File: config.mk
export PLATFORM = sky130hd
export DESIGN_NAME = set_bit_enumerator
export DESIGN_NICKNAME = d
export VERILOG_FILES = /design/src/rtl/set_bit_enumerator.sv
export SDC_FILE = /design/constraint.sdc
export NUM_CORES = 1
export LEC_CHECK = 0
export ABC_AREA = 1
export BUFFER_PORTS_ARGS = -buffer_cell sky130_fd_sc_hd__buf_2
export CAP_MARGIN = 15
export CORE_AREA = 2 2 118 120
export CTS_BUF_LIST = sky130_fd_sc_hd__clkbuf_4 sky130_fd_sc_hd__clkbuf_8
export CTS_CLUSTER_DIAMETER = 40
export CTS_CLUSTER_SIZE = 20
export DETAILED_ROUTE_END_ITERATION = 8
export DIE_AREA = 0 0 120 122
export PLACE_DENSITY = 0.5
export REMOVE_ABC_BUFFERS = 1
export SLEW_MARGIN = 20
export SYNTH_ARGS = -nofsm -noshare
export SYNTH_HDL_FRONTEND = slang
export SYNTH_SLANG_ARGS = --single-unit
File: constraint.sdc
create_clock -name clk_i -period 2.83 [get_ports clk_i]
set_input_delay 0 -clock clk_i [delete_from_list [all_inputs] [get_ports clk_i]]
set_output_delay 0 -clock clk_i [all_outputs]
set_load 0.05 [all_outputs]
File: src/rtl/set_bit_enumerator.sv
// rtl/set_bit_enumerator.sv - streams the indices of the set bits of a word, lowest first
//
// Purpose:
//   Accepts a WIDTH-bit word over a valid/ready handshake. It then emits one beat per set bit,
//   lowest index first. Each beat carries the bit index, its ordinal within the word, and a
//   last flag. A word with no set bits produces a single beat flagged with idx_none_o.
//
// Ports:
//   clk_i        in   1      clock, all logic on posedge
//   rst_i        in   1      asynchronous active-high reset
//   data_i       in   WIDTH  word to enumerate, sampled only at acceptance
//   data_val_i   in   1      data_i valid
//   data_ready_o out  1      block is idle and can accept a word (registered)
//   idx_o        out  IDX_W  index of the current set bit
//   idx_cnt_o    out  CNT_W  ordinal of this beat (1..K), 0 on the empty-word beat
//   idx_last_o   out  1      final beat of the current word
//   idx_none_o   out  1      word had no set bits
//   idx_val_o    out  1      output beat valid
//   idx_ready_i  in   1      consumer accepts the beat

module set_bit_enumerator #(
  parameter int WIDTH = 24
) (
  input  logic                         clk_i,
  input  logic                         rst_i,
  input  logic [WIDTH-1:0]             data_i,
  input  logic                         data_val_i,
  output logic                         data_ready_o,
  output logic [$clog2(WIDTH)-1:0]     idx_o,
  output logic [$clog2(WIDTH+1)-1:0]   idx_cnt_o,
  output logic                         idx_last_o,
  output logic                         idx_none_o,
  output logic                         idx_val_o,
  input  logic                         idx_ready_i
);

  localparam int IDX_W = $clog2(WIDTH);
  localparam int CNT_W = $clog2(WIDTH+1);

  typedef enum logic [0:0] {
    ST_IDLE = 1'b0,
    ST_EMIT = 1'b1
  } state_t;

  state_t             state_q;
  logic [WIDTH-1:0]   mask_q;

  // Scan from the top down so the last hit is the lowest set bit.
  function automatic logic [IDX_W-1:0] lowest_idx(input logic [WIDTH-1:0] m);
    logic [IDX_W-1:0] r;
    r = '0;
    for (int i = WIDTH - 1; i >= 0; i--) begin
      if (m[i]) r = IDX_W'(i);
    end
    return r;
  endfunction

  // True when exactly one bit of m is set.
  function automatic logic single_bit(input logic [WIDTH-1:0] m);
    return (m != '0) && ((m & (m - WIDTH'(1))) == '0);
  endfunction

  logic [WIDTH-1:0] mask_rest;
  logic [IDX_W-1:0] acc_idx;
  logic             acc_single;
  logic [IDX_W-1:0] nxt_idx;
  logic             nxt_single;

  // m & (m-1) clears the lowest set bit, which is always the bit currently on idx_o.
  assign mask_rest  = mask_q & (mask_q - WIDTH'(1));
  assign acc_idx    = lowest_idx(data_i);
  assign acc_single = single_bit(data_i);
  assign nxt_idx    = lowest_idx(mask_rest);
  assign nxt_single = single_bit(mask_rest);

  always_ff @(posedge clk_i or posedge rst_i) begin
    if (rst_i) begin
      state_q      <= ST_IDLE;
      mask_q       <= '0;
      data_ready_o <= 1'b1;
      idx_val_o    <= 1'b0;
      idx_o        <= '0;
      idx_cnt_o    <= '0;
      idx_last_o   <= 1'b0;
      idx_none_o   <= 1'b0;
    end else begin
      case (state_q)
        ST_IDLE: begin
          if (data_val_i && data_ready_o) begin
            mask_q       <= data_i;
            state_q      <= ST_EMIT;
            data_ready_o <= 1'b0;
            idx_val_o    <= 1'b1;
            if (data_i == '0) begin
              // Empty word: one marker beat, ordinal 0.
              idx_o      <= '0;
              idx_cnt_o  <= '0;
              idx_last_o <= 1'b1;
              idx_none_o <= 1'b1;
            end else begin
              idx_o      <= acc_idx;
              idx_cnt_o  <= CNT_W'(1);
              idx_last_o <= acc_single;
              idx_none_o <= 1'b0;
            end
          end
        end

        ST_EMIT: begin
          if (idx_val_o && idx_ready_i) begin
            mask_q <= mask_rest;
            if (idx_last_o) begin
              idx_val_o    <= 1'b0;
              idx_last_o   <= 1'b0;
              idx_none_o   <= 1'b0;
              state_q      <= ST_IDLE;
              data_ready_o <= 1'b1;
            end else begin
              // Load the following beat on the same edge, so there are no bubbles.
              idx_o      <= nxt_idx;
              idx_cnt_o  <= idx_cnt_o + CNT_W'(1);
              idx_last_o <= nxt_single;
            end
          end
        end

        default: begin
          state_q      <= ST_IDLE;
          data_ready_o <= 1'b1;
          idx_val_o    <= 1'b0;
        end
      endcase
    end
  end

endmodule

# Word-level counts from Yosys, hierarchy flattened
# Cells that the tools add are included.
[word_totals]
latch_bits = 0
out_inout_bits = 14
memories = 0
mem_bits_rw = 0
romBits = 0
ff_bits = 39
wordCells = 113
[op_classes]
magnitude_cmp = 0
n_div = 0
n_mux = 81
n_addsub = 4
n_reduce_logical = 12
n_mul = 0
n_shift = 0
n_eq_ne = 4
bitwise_logic = 4
[ops]
columns = ["operator", "count"]
rows = [
  ["two-way mux 5 bit", 55],
  ["AND 24 bit", 3],
  ["zero test 24 bit", 3],
  ["subtractor 24 x 1 -> 24 bit (second input constant)", 3],
  ["two-way mux 24 bit", 2],
  ["one-hot mux 24 bit (2 select lines)", 1],
  ["nonzero test 24 bit", 2],
  ["one-hot mux 5 bit (2 select lines)", 2],
  ["two-way mux 1 bit", 16],
  ["one-hot mux 1 bit (2 select lines)", 5],
  ["inequality test 2 bit (second input constant)", 3],
  ["AND reduction 3 bit", 2],
  ["adder 5 x 1 -> 5 bit (second input constant)", 1],
  ["logical AND 1 bit", 4],
  ["inequality test 2 x 1 -> 1 bit (second input constant)", 1],
  ["AND reduction 2 bit", 1],
  ["NOT 1 bit", 1],
]

# Logic depth before layout (Yosys ltp)
[depth]
ltp_word = 29
depth_mapped = 28

# Least setup slack after synthesis
# Ideal clock, no wire load.
[synth_timing]
path_kind = "register to register"
startpoint = "register mask_q[0]"
endpoint = "register idx_last_o"
slack_ps = 644
arrival_ps = 2104
stages_incl_launch_ff = 18
n_path_buf = 0
t_required_ps = 2748
path_cell_list = "dfrtp_1 nor2_4 inv_2 nor2_4 inv_2 o21ai_2 inv_2 nor2_2 inv_2 nor2_8 nand3_4 nor2_4 nand3_2 nor3_2 a21oi_1 nor3_1 nand3_1 a31oi_1"
[synth_between]
elab_chain_cells = 9
[synth_rtl]
columns = ["element", "line_no", "source"]
rows = [
  ["start, declared", "46", "logic [WIDTH-1:0] mask_q;"],
  ["start signal, assigned", "90", "mask_q <= data_i;"],
  ["start signal, assigned", "111", "mask_q <= mask_rest;"],
  ["subtractor 24 x 1 -> 24 bit", "70", "assign mask_rest = mask_q & (mask_q - WIDTH'(1));"],
  ["AND 24 bit (*)", "70", ""],
  ["subtractor 24 x 1 -> 24 bit", "60", "return (m != '0) && ((m & (m - WIDTH'(1))) == '0);"],
  ["AND 24 bit", "60", ""],
  ["zero test 24 bit", "60", ""],
  ["logical AND 1 bit (*)", "60", ""],
  ["two-way mux 1 bit (*)", "112", "if (idx_last_o) begin"],
  ["two-way mux 1 bit (*)", "110", "if (idx_val_o && idx_ready_i) begin"],
  ["one-hot mux 1 bit (2 select lines) (*)", "87", "case (state_q)"],
  ["end signal, assigned", "103", "idx_last_o <= acc_single;"],
  ["end signal, assigned", "122", "idx_last_o <= nxt_single;"],
  ["end, declared", "31", "output logic idx_last_o,"],
]
# Every way passes the cells marked *; elsewhere a longest branch is shown, timed or not. The select of a mux whose other input is x is not followed.
# A chain may end at the register's enable or synchronous reset.

# Worst setup path after layout
[layout_timing]
startpoint = "register mask_q[3]"
endpoint = "register idx_last_o"
# Same word-level chain as after synthesis.

==> summary.md <==
| Metric | Value |
|---|---|
| Status | complete, no violations |
| Largest net degree at the start of global routing | 32 |
| Max Slew Vio Count | 0 |
| Xor and xnor fraction of the mapped netlist area | 0% |
| Initial core utilization | 24.1% |
| Count of maximum capacitance violations | 0 |
| Sequential area share after synthesis | 30.0% |
| Number of synthesized flops with an enable pin | 0 |
| Via density per instance | 4.68 |
| Part of the power in the clock network | 43.1% |
| Dpl cells | 756 |
| NumNets Final | 617 |
| Number of hold violations in the final report | 0 |
| Grt ovf | 0 |
| Main area contributors after synthesis | sky130_fd_sc_hd__dfrtp_1 29%, sky130_fd_sc_hd__nand2_1 14%, sky130_fd_sc_hd__inv_1 8.9%, sky130_fd_sc_hd__nor2_1 8.9%, sky130_fd_sc_hd__o21ai_0 7.8% |
| Period utilisation layout | 92.6% |
| Vias in the first global route | 3444 |
| Leading register cell type out of synthesis | sky130_fd_sc_hd__dfrtp_1 |
| Post-DP HPWL | 8860 um |
| Clock H-tree levels | 2 |
| Leading post-synthesis cells by instance count | 119 x sky130_fd_sc_hd__nand2_1, 77 x sky130_fd_sc_hd__inv_1, 77 x sky130_fd_sc_hd__nor2_1 |
| Length in cells of the worst reg-to-reg path | 17 |
| Pre-antenna DRT Iters | 5 |
| Share of final-layout standard cells stronger than drive strength 1 | 19.2% |
| Synth Area in Adders | 0.691% |
| Number of antenna violations at the first check in global routing | 0 |
| Top-area cell type share of the netlist area | 29.2% |
| Weighted congestion reported at the end of routability-driven placement | 0.969 |
| Number of register bits inferred by synthesis | 39 |
| Core Rows | 43 |
| Via count | 3597 |
| Count of warnings emitted by yosys | 0 |
| Number of cells produced by synthesis | 529 |
| Filler Cells Inserted | 1516 |
| DRC violation total after the first TritonRoute iteration | 222 |
| Switching part of the total power | 25.4% |
| Main combinational cell family by area after synthesis | simple AND/OR/NAND/NOR gates |
| Internal power of the cells | 0.856 mW |
| Maximum ir drop on the vdd rail | 0.270 mV |
| Synth Area in Compound Gates | 23.4% |
| Area of all placed cells without fillers | 4000 sq um |
| Number of distinct library cells after synthesis | 38 |
| Clock Tree Buf Depth | 2 |
| Net switching component of the power | 0.292 mW |
| CP Launch Type | register |
| Total DRC errors in the routed layout | 0 |
| Layout-stage area growth over the synthesis result | 22.7% |
| Async S/R FF share, synth | 100% |
| Worst setup path class | register to register |
| Leading cell type by number of instances after synthesis | sky130_fd_sc_hd__nand2_1 |
| Vertical die dimension | 122 um |
| Number of buffers created by CTS | 5 |
| Number of antenna repair diodes | 0 |
| Placeable core region | 13500 sq um |
| Clock tree skew after final layout | 0.0200 ns |
| Final setup fails | 0 |
| Total track usage | 15.2% |
| Type of the worst min-delay path | input pin to register |
| Pwr/cell area | 287 nW/um^2 |
| Clock root buffer master | sky130_fd_sc_hd__clkbuf_8 |
| CP Max Fanout | 5 |
| Leakage power figure | 1.96 nW |
| Synthesized cell area | 3260 sq um |
| Clock Pin Slew Worst Setup and Hold Paths | 0.10 ns |
| Clock tree from TritonCTS | yes |
| Port Buffers | 41 |
| Per-instance average area after synthesis | 6.16 sq um |
| Minimum clock period | 2.62 ns |
| Normalized max-slew margin | 57.9% |
| CP endpoint kind | register |
| Sequential share of power | 48.5% |
| Share of synthesized area spent on multiplexers | 0% |
| Wire length of the first global-routing pass | 17700 um |
| WP data required | 3.07 ns |
| Portion of total power attributed to combinational logic | 8.4% |
| Post-synthesis share of cell area spent on and, or, nand and nor gates | 34.3% |
| Max Clock Freq | 381 MHz |
| Cell type with the largest total area after synthesis | sky130_fd_sc_hd__dfrtp_1 |
| Antenna viol nets, final | 0 |
| Die X-Extent | 120 um |
| Insertion delay to the later sink of the worst-skew pair | 0.31 ns |
| Total cell area at the placement stage | 3780 sq um |
| Overall die area | 14600 sq um |
| Detail-routed net length per standard cell | 14.1 um |
| Worst path arrival time | 2.86 ns |
| Clock sinks | 39 |
| Worst hold stages | 3 |
| Final WL | 10900 um |
| I/O pin cnt | 42 |
| Final Instance Count excl. Fillers | 769 |
| Setup total negative slack | 0 ns |
| Actual slew at the worst max-slew pin | 0.629 ns |
-- power groups by stage --
stage | clock network [mW] | registers, mW | logic, mW
2_1_floorplan | 0 | 0.568 | 0.0448
3_3_place_gp | 0 | 0.568 | 0.0900
3_5_place_dp | 0 | 0.568 | 0.0913
4_1_cts | 0.501 | 0.557 | 0.0960
5_1_grt | 0.528 | 0.557 | 0.110
6_report | 0.495 | 0.557 | 0.0962
-- routing by layer --
metal | up-vias | routed length [um] | global-route usage, %
met5 | - | 0 | 0
met4 | 0 | 274 | 4.85
met3 | 20 | 358 | 2.01
met2 | 69 | 5230 | 25.7
met1 | 1664 | 5020 | 20.1
li1 | 1844 | - | -
-- worst paths after layout --
kind | start | endpoint | slack [ns]
min in group asynchronous | rst_i | idx_o[1]$_DFFE_PP0P_ | 0.18
min | data_i[15] | mask_q[15]$_DFFE_PP0P_ | 0.009
max in group asynchronous | rst_i | mask_q[11]$_DFFE_PP0P_ | 1.87
max reg2reg | mask_q[3]$_DFFE_PP0P_ | idx_last_o$_DFFE_PP0P_ | 0.21
min reg2reg | idx_none_o$_DFFE_PP0P_ | idx_none_o$_DFFE_PP0P_ | 0.53
max | mask_q[3]$_DFFE_PP0P_ | idx_last_o$_DFFE_PP0P_ | 0.21
-- state kept, by name, indices dropped and copies added, names as in the netlist --
name and count:
idx_o 5, mask_q 24, idx_cnt_o 5, idx_none_o 1
idx_last_o 1, state_q 1, data_ready_o 1, idx_val_o 1
-- cells by family after synthesis --
logic type,after synthesis
adder cells (fa/ha/maj),2
AND/OR/NAND/NOR,251
AO/OA/AOI/OAI,136
flip-flops,39
buffers and inverters,101
-- worst max-delay path, cell delays in order (launching register included) --
cell                      delay, ns
sky130_fd_sc_hd__dfrtp_1       0.44
sky130_fd_sc_hd__nor2_2        0.18
sky130_fd_sc_hd__inv_1         0.09
sky130_fd_sc_hd__nor2_4        0.15
sky130_fd_sc_hd__inv_2         0.05
sky130_fd_sc_hd__o21ai_2       0.14
sky130_fd_sc_hd__inv_2         0.09
sky130_fd_sc_hd__nor2_2        0.12
sky130_fd_sc_hd__inv_2         0.08
sky130_fd_sc_hd__nor2_8        0.12
sky130_fd_sc_hd__nand3_4       0.10
sky130_fd_sc_hd__nor2_4        0.13
sky130_fd_sc_hd__nand3_4       0.12
sky130_fd_sc_hd__nor4_4        0.16
sky130_fd_sc_hd__nor2_1        0.10
sky130_fd_sc_hd__nor3_2        0.19
sky130_fd_sc_hd__nand3_1       0.16
sky130_fd_sc_hd__a31oi_1       0.16
-- timing repair --
action                                  CTS  global route
endpoints found under the setup margin    0             1
setup buffers                             0             1
gates resized for setup                   0            13
hold endpoints to repair                 11             0
hold buffers                              4             0
-- placed cells by master, fill, tap and decap left out, types with 2 or more instances in the layout --
cell	n
sky130_fd_sc_hd__nand4_1	4
sky130_fd_sc_hd__nor2_2	7
sky130_fd_sc_hd__nand3_4	2
sky130_fd_sc_hd__o211ai_1	6
sky130_fd_sc_hd__a211oi_1	2
sky130_fd_sc_hd__o22ai_1	7
sky130_fd_sc_hd__nand2_1	118
sky130_fd_sc_hd__buf_2	41
sky130_fd_sc_hd__o21ai_0	51
sky130_fd_sc_hd__o21ai_1	3
sky130_fd_sc_hd__a21oi_1	45
sky130_fd_sc_hd__o31ai_1	3
sky130_fd_sc_hd__nor3_1	9
sky130_fd_sc_hd__nand2_2	5
sky130_fd_sc_hd__a31oi_1	7
sky130_fd_sc_hd__nor2_1	75
sky130_fd_sc_hd__o21ai_2	6
sky130_fd_sc_hd__inv_2	12
sky130_fd_sc_hd__nand3_1	15
sky130_fd_sc_hd__dfrtp_1	38
sky130_fd_sc_hd__clkbuf_8	5
sky130_fd_sc_hd__dlygate4sd3_1	4
sky130_fd_sc_hd__nor2_4	8
sky130_fd_sc_hd__inv_1	77
sky130_fd_sc_hd__nor4_1	2
sky130_fd_sc_hd__buf_4	18
-- layout make-up --
type / instances / area (sq um) / share of cell area (%)
Sequential cell: 39 / 977 / 24.4
Multi-Input combinational cell: 389 / 1960 / 49.1
Tap cell: 180 / 225 / 5.63
Clock buffer: 5 / 68.8 / 1.72
Inverter: 90 / 338 / 8.45
Timing Repair Buffer: 63 / 380 / 9.51
Clock inverter: 3 / 46.3 / 1.16
-- stage by stage --
step	worst slack [ns]	total power, mW	hold WS [ns]	util, %
4_1_cts	0.0116	1.15	0.000675	29.1
6_report	0.208	1.15	0.00897	29.6
3_5_place_dp	0.142	0.659	-0.0124	28.0
5_1_grt	-0.00433	1.19	0.0217	29.6
3_3_place_gp	0.0703	0.658	-0.0223	28.0
2_1_floorplan	-0.375	0.613	0.145	-
Note: power is estimated with default switching activity, not from simulation.
